===== src/rtl/tlb_miss_walker_if.sv =====
// Walker-facing bundle: miss request, flush, PTE memory port and TLB fill / fault outputs.
// master = core + memory side, slave = the walker.
interface tlb_miss_walker_if;
  logic        miss_valid;
  logic [31:0] miss_virt_addr;
  logic [31:0] ptbr;
  logic        flush;
  logic        busy;
  logic        mem_req_valid;
  logic [31:0] mem_req_addr;
  logic        mem_req_ready;
  logic        mem_rsp_valid;
  logic [31:0] mem_rsp_data;
  logic        new_tlb_entry;
  logic [52:0] new_tlb_info;
  logic        walk_done;
  logic        page_fault;
  logic [1:0]  fault_cause;
  logic [31:0] fault_vaddr;

  modport master (
    output miss_valid, miss_virt_addr, ptbr, flush, mem_req_ready, mem_rsp_valid, mem_rsp_data,
    input  busy, mem_req_valid, mem_req_addr, new_tlb_entry, new_tlb_info, walk_done,
           page_fault, fault_cause, fault_vaddr
  );

  modport slave (
    input  miss_valid, miss_virt_addr, ptbr, flush, mem_req_ready, mem_rsp_valid, mem_rsp_data,
    output busy, mem_req_valid, mem_req_addr, new_tlb_entry, new_tlb_info, walk_done,
           page_fault, fault_cause, fault_vaddr
  );
endinterface


===== src/rtl/tlb_miss_walker.sv =====
// Single-level page-table walker: one PTE read per TLB miss, answering with a TLB fill or a page fault.
// All outputs decode from registered state; flush aborts and discards the in-flight PTE response.
module tlb_miss_walker #(
  parameter int TIMEOUT_CYCLES = 64
) (
  input  logic              clock,
  input  logic              reset,
  tlb_miss_walker_if.slave  bus
);
  localparam int CW = (TIMEOUT_CYCLES > 2) ? $clog2(TIMEOUT_CYCLES) : 1;
  localparam logic [CW-1:0] LAST_CNT = CW'(TIMEOUT_CYCLES - 1);

  typedef enum logic [2:0] {IDLE, REQ, WAIT, FILL, FAULT} state_t;

  state_t        state_q, state_d;
  logic [31:0]   vaddr_q, ptbr_q;
  logic [CW-1:0] cnt_q;
  logic          drop_q;
  logic [52:0]   info_q;
  logic [31:0]   fvaddr_q;
  logic [1:0]    cause_q;
  logic          req_valid;
  logic          rsp_live;
  logic          timeout;
  logic          unused_pte_bits;

  assign req_valid       = (state_q == REQ) && !drop_q;
  assign rsp_live        = bus.mem_rsp_valid && !drop_q;
  assign timeout         = (cnt_q == LAST_CNT);
  assign unused_pte_bits = ^bus.mem_rsp_data[11:2];

  always_comb begin
    state_d = state_q;
    unique case (state_q)
      IDLE:  if (bus.miss_valid) state_d = REQ;
      REQ:   if (req_valid && bus.mem_req_ready) state_d = WAIT;
      WAIT: begin
        // A response in the timeout cycle still counts.
        if (rsp_live)     state_d = bus.mem_rsp_data[0] ? FILL : FAULT;
        else if (timeout) state_d = FAULT;
      end
      FILL, FAULT: state_d = IDLE;
      default:     state_d = IDLE;
    endcase
    if (bus.flush) state_d = IDLE;
  end

  always_ff @(posedge clock) begin
    if (reset) begin
      state_q  <= IDLE;
      vaddr_q  <= '0;
      ptbr_q   <= '0;
      cnt_q    <= '0;
      drop_q   <= 1'b0;
      info_q   <= '0;
      fvaddr_q <= '0;
      cause_q  <= 2'b00;
    end else begin
      state_q <= state_d;
      if (state_q == IDLE && bus.miss_valid && !bus.flush) begin
        vaddr_q <= bus.miss_virt_addr;
        ptbr_q  <= bus.ptbr;
      end
      cnt_q <= (state_q == WAIT) ? cnt_q + 1'b1 : '0;
      // Any request the memory has accepted owes us a response; discard it after a flush.
      if (drop_q && bus.mem_rsp_valid)
        drop_q <= 1'b0;
      else if (bus.flush && ((state_q == WAIT && !bus.mem_rsp_valid) ||
                             (req_valid && bus.mem_req_ready)))
        drop_q <= 1'b1;
      if (state_q == WAIT && !bus.flush) begin
        if (rsp_live && bus.mem_rsp_data[0]) begin
          info_q <= {vaddr_q[31:12], bus.mem_rsp_data[31:12], 12'b0, bus.mem_rsp_data[1]};
        end else if (rsp_live || timeout) begin
          fvaddr_q <= vaddr_q;
          cause_q  <= rsp_live ? 2'b01 : 2'b10;
        end
      end
    end
  end

  assign bus.busy          = (state_q != IDLE);
  assign bus.mem_req_valid = req_valid;
  assign bus.mem_req_addr  = ptbr_q + {10'b0, vaddr_q[31:12], 2'b00};
  assign bus.new_tlb_entry = (state_q == FILL);
  assign bus.walk_done     = (state_q == FILL);
  assign bus.new_tlb_info  = info_q;
  assign bus.page_fault    = (state_q == FAULT);
  assign bus.fault_cause   = (state_q == FAULT) ? cause_q : 2'b00;
  assign bus.fault_vaddr   = fvaddr_q;
endmodule


===== src/flat_wrapper.sv =====
// flat-port wrapper written by rule: the top's interface ports become plain ports
module tlb_miss_walker_flat 
#(
  parameter int TIMEOUT_CYCLES = 64
)
  (clock, reset, bus_miss_valid, bus_miss_virt_addr, bus_ptbr, bus_flush, bus_mem_req_ready, bus_mem_rsp_valid, bus_mem_rsp_data, bus_busy, bus_mem_req_valid, bus_mem_req_addr, bus_new_tlb_entry, bus_new_tlb_info, bus_walk_done, bus_page_fault, bus_fault_cause, bus_fault_vaddr);
  tlb_miss_walker_if bus_i ();
  input  logic clock;
  input  logic reset;
  input wire logic [$bits(bus_i.miss_valid)-1:0] bus_miss_valid;
  input wire logic [$bits(bus_i.miss_virt_addr)-1:0] bus_miss_virt_addr;
  input wire logic [$bits(bus_i.ptbr)-1:0] bus_ptbr;
  input wire logic [$bits(bus_i.flush)-1:0] bus_flush;
  input wire logic [$bits(bus_i.mem_req_ready)-1:0] bus_mem_req_ready;
  input wire logic [$bits(bus_i.mem_rsp_valid)-1:0] bus_mem_rsp_valid;
  input wire logic [$bits(bus_i.mem_rsp_data)-1:0] bus_mem_rsp_data;
  output wire logic [$bits(bus_i.busy)-1:0] bus_busy;
  output wire logic [$bits(bus_i.mem_req_valid)-1:0] bus_mem_req_valid;
  output wire logic [$bits(bus_i.mem_req_addr)-1:0] bus_mem_req_addr;
  output wire logic [$bits(bus_i.new_tlb_entry)-1:0] bus_new_tlb_entry;
  output wire logic [$bits(bus_i.new_tlb_info)-1:0] bus_new_tlb_info;
  output wire logic [$bits(bus_i.walk_done)-1:0] bus_walk_done;
  output wire logic [$bits(bus_i.page_fault)-1:0] bus_page_fault;
  output wire logic [$bits(bus_i.fault_cause)-1:0] bus_fault_cause;
  output wire logic [$bits(bus_i.fault_vaddr)-1:0] bus_fault_vaddr;
  assign bus_i.miss_valid = bus_miss_valid;
  assign bus_i.miss_virt_addr = bus_miss_virt_addr;
  assign bus_i.ptbr = bus_ptbr;
  assign bus_i.flush = bus_flush;
  assign bus_i.mem_req_ready = bus_mem_req_ready;
  assign bus_i.mem_rsp_valid = bus_mem_rsp_valid;
  assign bus_i.mem_rsp_data = bus_mem_rsp_data;
  assign bus_busy = bus_i.busy;
  assign bus_mem_req_valid = bus_i.mem_req_valid;
  assign bus_mem_req_addr = bus_i.mem_req_addr;
  assign bus_new_tlb_entry = bus_i.new_tlb_entry;
  assign bus_new_tlb_info = bus_i.new_tlb_info;
  assign bus_walk_done = bus_i.walk_done;
  assign bus_page_fault = bus_i.page_fault;
  assign bus_fault_cause = bus_i.fault_cause;
  assign bus_fault_vaddr = bus_i.fault_vaddr;
  tlb_miss_walker #(.TIMEOUT_CYCLES(TIMEOUT_CYCLES)) u_core (.clock(clock), .reset(reset), .bus(bus_i));
endmodule

===== config.mk =====
export PLATFORM = sky130hd
export DESIGN_NAME = tlb_miss_walker_flat
export DESIGN_NICKNAME = d
export VERILOG_FILES = /design/src/rtl/tlb_miss_walker_if.sv /design/src/rtl/tlb_miss_walker.sv /design/src/flat_wrapper.sv
export SDC_FILE = /design/constraint.sdc
export NUM_CORES = 1
export LEC_CHECK = 0
export CAP_MARGIN = 20
export CORE_ASPECT_RATIO = 0.9
export CORE_MARGIN = 5
export CORE_UTILIZATION = 40
export CTS_BUF_LIST = sky130_fd_sc_hd__clkbuf_4
export CTS_CLUSTER_DIAMETER = 120
export DETAILED_ROUTE_END_ITERATION = 10
export GPL_TIMING_DRIVEN = 1
export PLACE_DENSITY = 0.72
export SLEW_MARGIN = 20
export SYNTH_ARGS = -nofsm -noshare
export SYNTH_HDL_FRONTEND = slang
export SYNTH_SLANG_ARGS = --single-unit

===== constraint.sdc =====
create_clock -name clock -period 4.9 [get_ports clock]
set_input_delay 0.49 -clock clock [delete_from_list [all_inputs] [get_ports clock]]
set_output_delay 0.49 -clock clock [all_outputs]
set_load 0.02 [all_outputs]

# After elaboration in Yosys (flattened, before gate mapping)
# Cells that the tools add are included.
[totals]
latchBits = 0
ff_bits = 149
memories = 0
mem_bits_rw = 0
out_inout_bits = 124
romBits = 0
input_bits = 102
[op_classes]
div_mod_pow = 0
shifts = 0
n_eq_ne = 8
n_lt_le_gt_ge = 0
addsub = 2
muxes = 8
n_reduce_logical = 23
bitwise_logic = 2
n_mul = 0
[ops]
columns = ["operator", "count"]
rows = [
  ["$add 32x22->32", 1],
  ["$mux 3", 5],
  ["$logic_and 1x1->1", 10],
  ["$pmux 3 s3", 1],
  ["$add 6x1->6 const B", 1],
  ["$eq 3x2->1 const B", 2],
  ["$eq 6x6->1 const B", 1],
  ["$reduce_and 3->1", 2],
  ["$reduce_or 2->1", 3],
  ["$mux 2", 2],
  ["$ne 2x2->1 const B", 2],
  ["$eq 3x1->1 const B", 1],
  ["$eq 3x3->1 const B", 1],
  ["$logic_not 1->1", 3],
  ["$logic_not 3->1", 1],
  ["$ne 3x1->1 const B", 1],
  ["$reduce_bool 3->1", 1],
  ["$logic_or 1x1->1", 2],
  ["$not 1->1", 2],
  ["$reduce_and 2->1", 1],
]

# Longest topological paths before layout
[depth]
word_depth = 5
mapped_depth = 10
ltp_nobuf = 10

# Worst setup path before layout
# OpenSTA, ideal clock, no wires.
[synth_timing]
kind = "register -> output"
from = "reg u_core.vaddr_q[12]"
to = "out bus_mem_req_addr[28]"
path_slack_ns = 2.099
arrival_ns = 2.311
path_stages_with_launch = 11
required_time_ns = 4.410
path_cell_list = "dfxtp_1 -> ha_1 -> inv_1 -> fa_1 -> nand2b_1 -> a211oi_2 -> o21ai_2 -> a21oi_2 -> a211o_2 -> and3_1 -> xor2_1"
[synth_via]
elab_chain_cells = 1
[synth_rtl]
columns = ["item", "line", "source"]
rows = [
  ["from (decl)", "tlb_miss_walker.sv:16", "logic [31:0] vaddr_q, ptbr_q;"],
  ["from (signal assigned)", "tlb_miss_walker.sv:61", "vaddr_q <= bus.miss_virt_addr;"],
  ["$add 32x22->32", "tlb_miss_walker.sv:84", "assign bus.mem_req_addr = ptbr_q + {10'b0, vaddr_q[31:12], 2'b00};"],
  ["to (decl)", "flat_wrapper.sv:19", "output wire logic [$bits(bus_i.mem_req_addr)-1:0] bus_mem_req_addr;"],
]
# No other way between the ends.

# Worst setup path after layout
# Same ends and word-level chain as after synthesis.

==> summary.md <==
| Metric | Value |
|---|---|
| Outcome | finished clean |
| Mapped Area | between 0.006 and 0.007 mm² |
| Antenna cells | 0 |
| Clock transition at the registers of the reported paths | between 100 and 150 ps |
| Reg2Reg Depth | 6 |
| RePlAce Congestion | roughly 0.83 |
| # resized after CTS | 0 |
| Max Cap Viol | 0 |
| Mapped Cells | 850 |
| Yosys reg bits | between 100 and 150 |
| Clock network fraction of design power | 32.8% |
| Worst setup SP type | flop |
| Total grt overflow | 0 |
| CTS H-tree lvls | 4 |
| Hold path depth | 2 |
| Final hold vios | 0 |
| Netlist cell types | between 40 and 50 |
| Area Overhead vs Synth | 34.9% |
| Inserted Clock Buffers | 17 |
| R2R Setup Slk | 2550 ps |
| HP Start | reset |
| Vert. Die Dim | roughly 130 µm |
| Max VDD drop | approximately 0.00021 V |
| Hold Crit Endpoint | u_core.bus.fault_vaddr[16]$_SDFFE_PP0P_ |
| RSZ-0062 raised after global routing | false |
| Post CTS Setup Buffer Count | 0 |
| Worst slew margin | a little over a third |
| WL per Instance | about 15 µm |
| All-Layer GR Usage | 19.1% |
| WS Path Type | flop to output pin |
| Residual DRC | 0 |
| Clock sink total | 149 |
| Crit Path Max Fanout | 5 |
| Max clock buf depth | 2 |
| FMAX | between 200 and 250 MHz |
| Worst Tran Pin Value | between 900 and 1000 ps |
| Layout cells sized above 1 | under 10% |
| DP HPWL | 13.5 mm |
| RR Endpoint | u_core.bus.new_tlb_info[50]$_SDFFE_PP0P_ |
| Slew Limit Fails | 0 |
| Most frequent cells in the layout | 288 x nand2_1, 202 x clkdlybuf4s50_1, 149 x dfxtp_1 |
| Initial antenna violation count | 0 |
| Vias in the first global route | 5,551 |
| CP arrival | 3630 ps |
| Comb pwr share | about an eighth |
| Initial DRC Count | ~340 |
| Pin count of the biggest net entering global routing | 65 |
| Fin nets | roughly 1,100 |
| CTS tree | yes |
| Placement Setup Slack | 1360 ps |
| Final setup violation count | 0 |
| Reg2reg start | u_core.state_q[1]$_SDFFE_PP0P_ |
| # hold bufs at CTS | 0 |
| Required time worst endpoint | between 4000 and 5000 ps |
| Clk Latency, worst-skew pair | 530 ps |
| Fin crit share | between 80% and 90% |
| Hold crit path type | primary input to flop |
| Post-DRT Antenna Nets | 0 |
| Flop pwr share | between 50% and 60% |
| Boundary Pins | approximately 230 |
| Chip Width | around 150 µm |
| Port bufs | 203 |
| Worst clock skew | 12.4 ps |
| Mapped Avg Cell Area | between 7 and 8 µm² |
| Root buffer cell | clkbuf_4 |
| Die ar. | roughly 0.019 mm² |
| Ys Warns | 0 |
| Rows | between 40 and 50 |
| Fin Setup TNS | 0 ps |
| Routed via count | around 6,100 |
| Drt pass-1 iters | 4 |
| Tmin final | 4120 ps |
| Initial Util | 40.8% |
| Sw Pwr | 0.634 mW |
| Routed WL | 19.0 mm |
| PD cells | 261 mW/mm² |
| Part of the Yosys area used for sequential elements | a little under half |
| Critical path capture point type | output pin |
| Pleak | roughly 3.2 nW |
| Sw Share | between 20% and 30% |
| Internal power | ~1.7 mW |
| Via density | about 5 |
| Core footprint | 0.0162 mm² |
| Most common cell after layout, fill and taps aside | nand2_1 |
| Worst Slack Setup Final | slightly below 800 ps |
| First-pass GRT wire length | between 20 and 30 mm |
[power by group through the flow]
stage          clock network [mW]  logic [mW]  registers [mW]
6_report                    0.763       0.303            1.26
5_1_grt                     0.841       0.329            1.27
4_1_cts                     0.787       0.304            1.26
3_5_place_dp                    0       0.303            1.29
3_3_place_gp                    0       0.301            1.29
2_1_floorplan                   0       0.164            1.28
[cell usage after synthesis (all sizes together)]
library cell | number | area (µm²)
nand2 | 298 | 1140
a21oi | 162 | 863
dfxtp | 149 | 2980
buf | 33 | 238
clkbuf | 31 | 116
nor2 | 29 | 116
ha | 21 | 263
xnor2 | 20 | 175
o21ai | 17 | 88.8
nand3 | 13 | 65.1
xor2 | 12 | 105
and3 | 10 | 62.6
inv | 9 | 33.8
nand2b | 6 | 45.0
a211oi | 5 | 47.5
a21o | 5 | 37.5
o2111ai | 4 | 35.0
a31oi | 3 | 18.8
nor3 | 3 | 15.0
and2 | 2 | 12.5
nor2b | 2 | 12.5
nor4 | 2 | 12.5
o21bai | 2 | 15.0
or3 | 2 | 17.5
a211o | 1 | 10.0
a311oi | 1 | 8.76
a41oi | 1 | 8.76
and2b | 1 | 7.51
conb | 1 | 3.75
fa | 1 | 20.0
nor3b | 1 | 7.51
o22ai | 1 | 6.26
o31ai | 1 | 7.51
or2 | 1 | 6.26
[stage by stage]
step                      std cells  utilization [%]  cell area, µm²  power (mW)  hold slack [ps]
after floorplan                 861                -            6650        1.44              413
after global placement         1213             53.4            8640        1.59              426
after detailed placement       1213             53.4            8640        1.59              427
after CTS                      1245             55.1            8920        2.35              345
after global routing           1245             55.1            8920        2.44              350
final                          1245             55.1            8920        2.33              403
[sequential cells by signal (all words and copies together) (netlist names)]
| register | cells |
|---|---|
| u_core.bus.fault_vaddr | 32 |
| u_core.bus.new_tlb_info | 41 |
| u_core.drop_q | 1 |
| u_core.ptbr_q | 32 |
| u_core.cause_q | 2 |
| u_core.state_q | 3 |
| u_core.vaddr_q | 32 |
| u_core.cnt_q | 6 |
[worst max-delay path: stages, from the launching register on]
cell and delay (ps):
dfxtp_1 410, ha_1 210, inv_1 60, fa_1 390, nand2b_1 190, a211oi_2 270, o21ai_2 150, a21oi_2 200
a211o_2 220, and3_1 190, xor2_1 160, clkdlybuf4s50_1 640
[final cells by class]
class / instances / area (µm²)
multi-input cells: 639 / 3290
clock buffers: 19 / 143
clock inverters: 13 / 131
well taps: 207 / 259
fillers: 1564 / 7270
inverters: 9 / 33.8
repair buffers: 209 / 2070
flip-flops and latches: 149 / 2980
[routing by layer]
layer  vias to the layer above  GRT usage, %  part of all wire, %
met5                         -             0                    0
met4                         0          4.87                  1.2
met3                        19          6.88                  7.2
met2                       174          30.1                   46
met1                      2786          24.9                   46
li1                       3132             -                    -
[how the worst max path moves through the flow]
stage	cells past startpoint	slack (ps)	end	from
after floorplan	10	2100	bus_mem_req_addr[28]	u_core.vaddr_q[12]$_SDFFE_PP0P_
after global placement	11	1400	bus_mem_req_addr[28]	u_core.vaddr_q[12]$_SDFFE_PP0P_
after detailed placement	11	1360	bus_mem_req_addr[28]	u_core.vaddr_q[12]$_SDFFE_PP0P_
after CTS	11	710	bus_mem_req_addr[28]	u_core.vaddr_q[12]$_SDFFE_PP0P_
after global routing	11	540	bus_mem_req_addr[30]	u_core.vaddr_q[12]$_SDFFE_PP0P_
final	11	780	bus_mem_req_addr[28]	u_core.vaddr_q[12]$_SDFFE_PP0P_
[kinds of logic (layout without fill, tap and decap cells)]
group,after synthesis,after routing,share of synthesized area (%)
other,1,12,0.0567
buffers and inverters,73,250,5.87
AO/OA/AOI/OAI,203,203,17.4
adder cells (fa/ha/maj),22,22,4.28
AND/OR/NAND/NOR,370,370,23.1
flip-flops,149,149,45.1
XOR/XNOR,32,32,4.24
No activity file was read; power rests on OpenSTA's default activity.
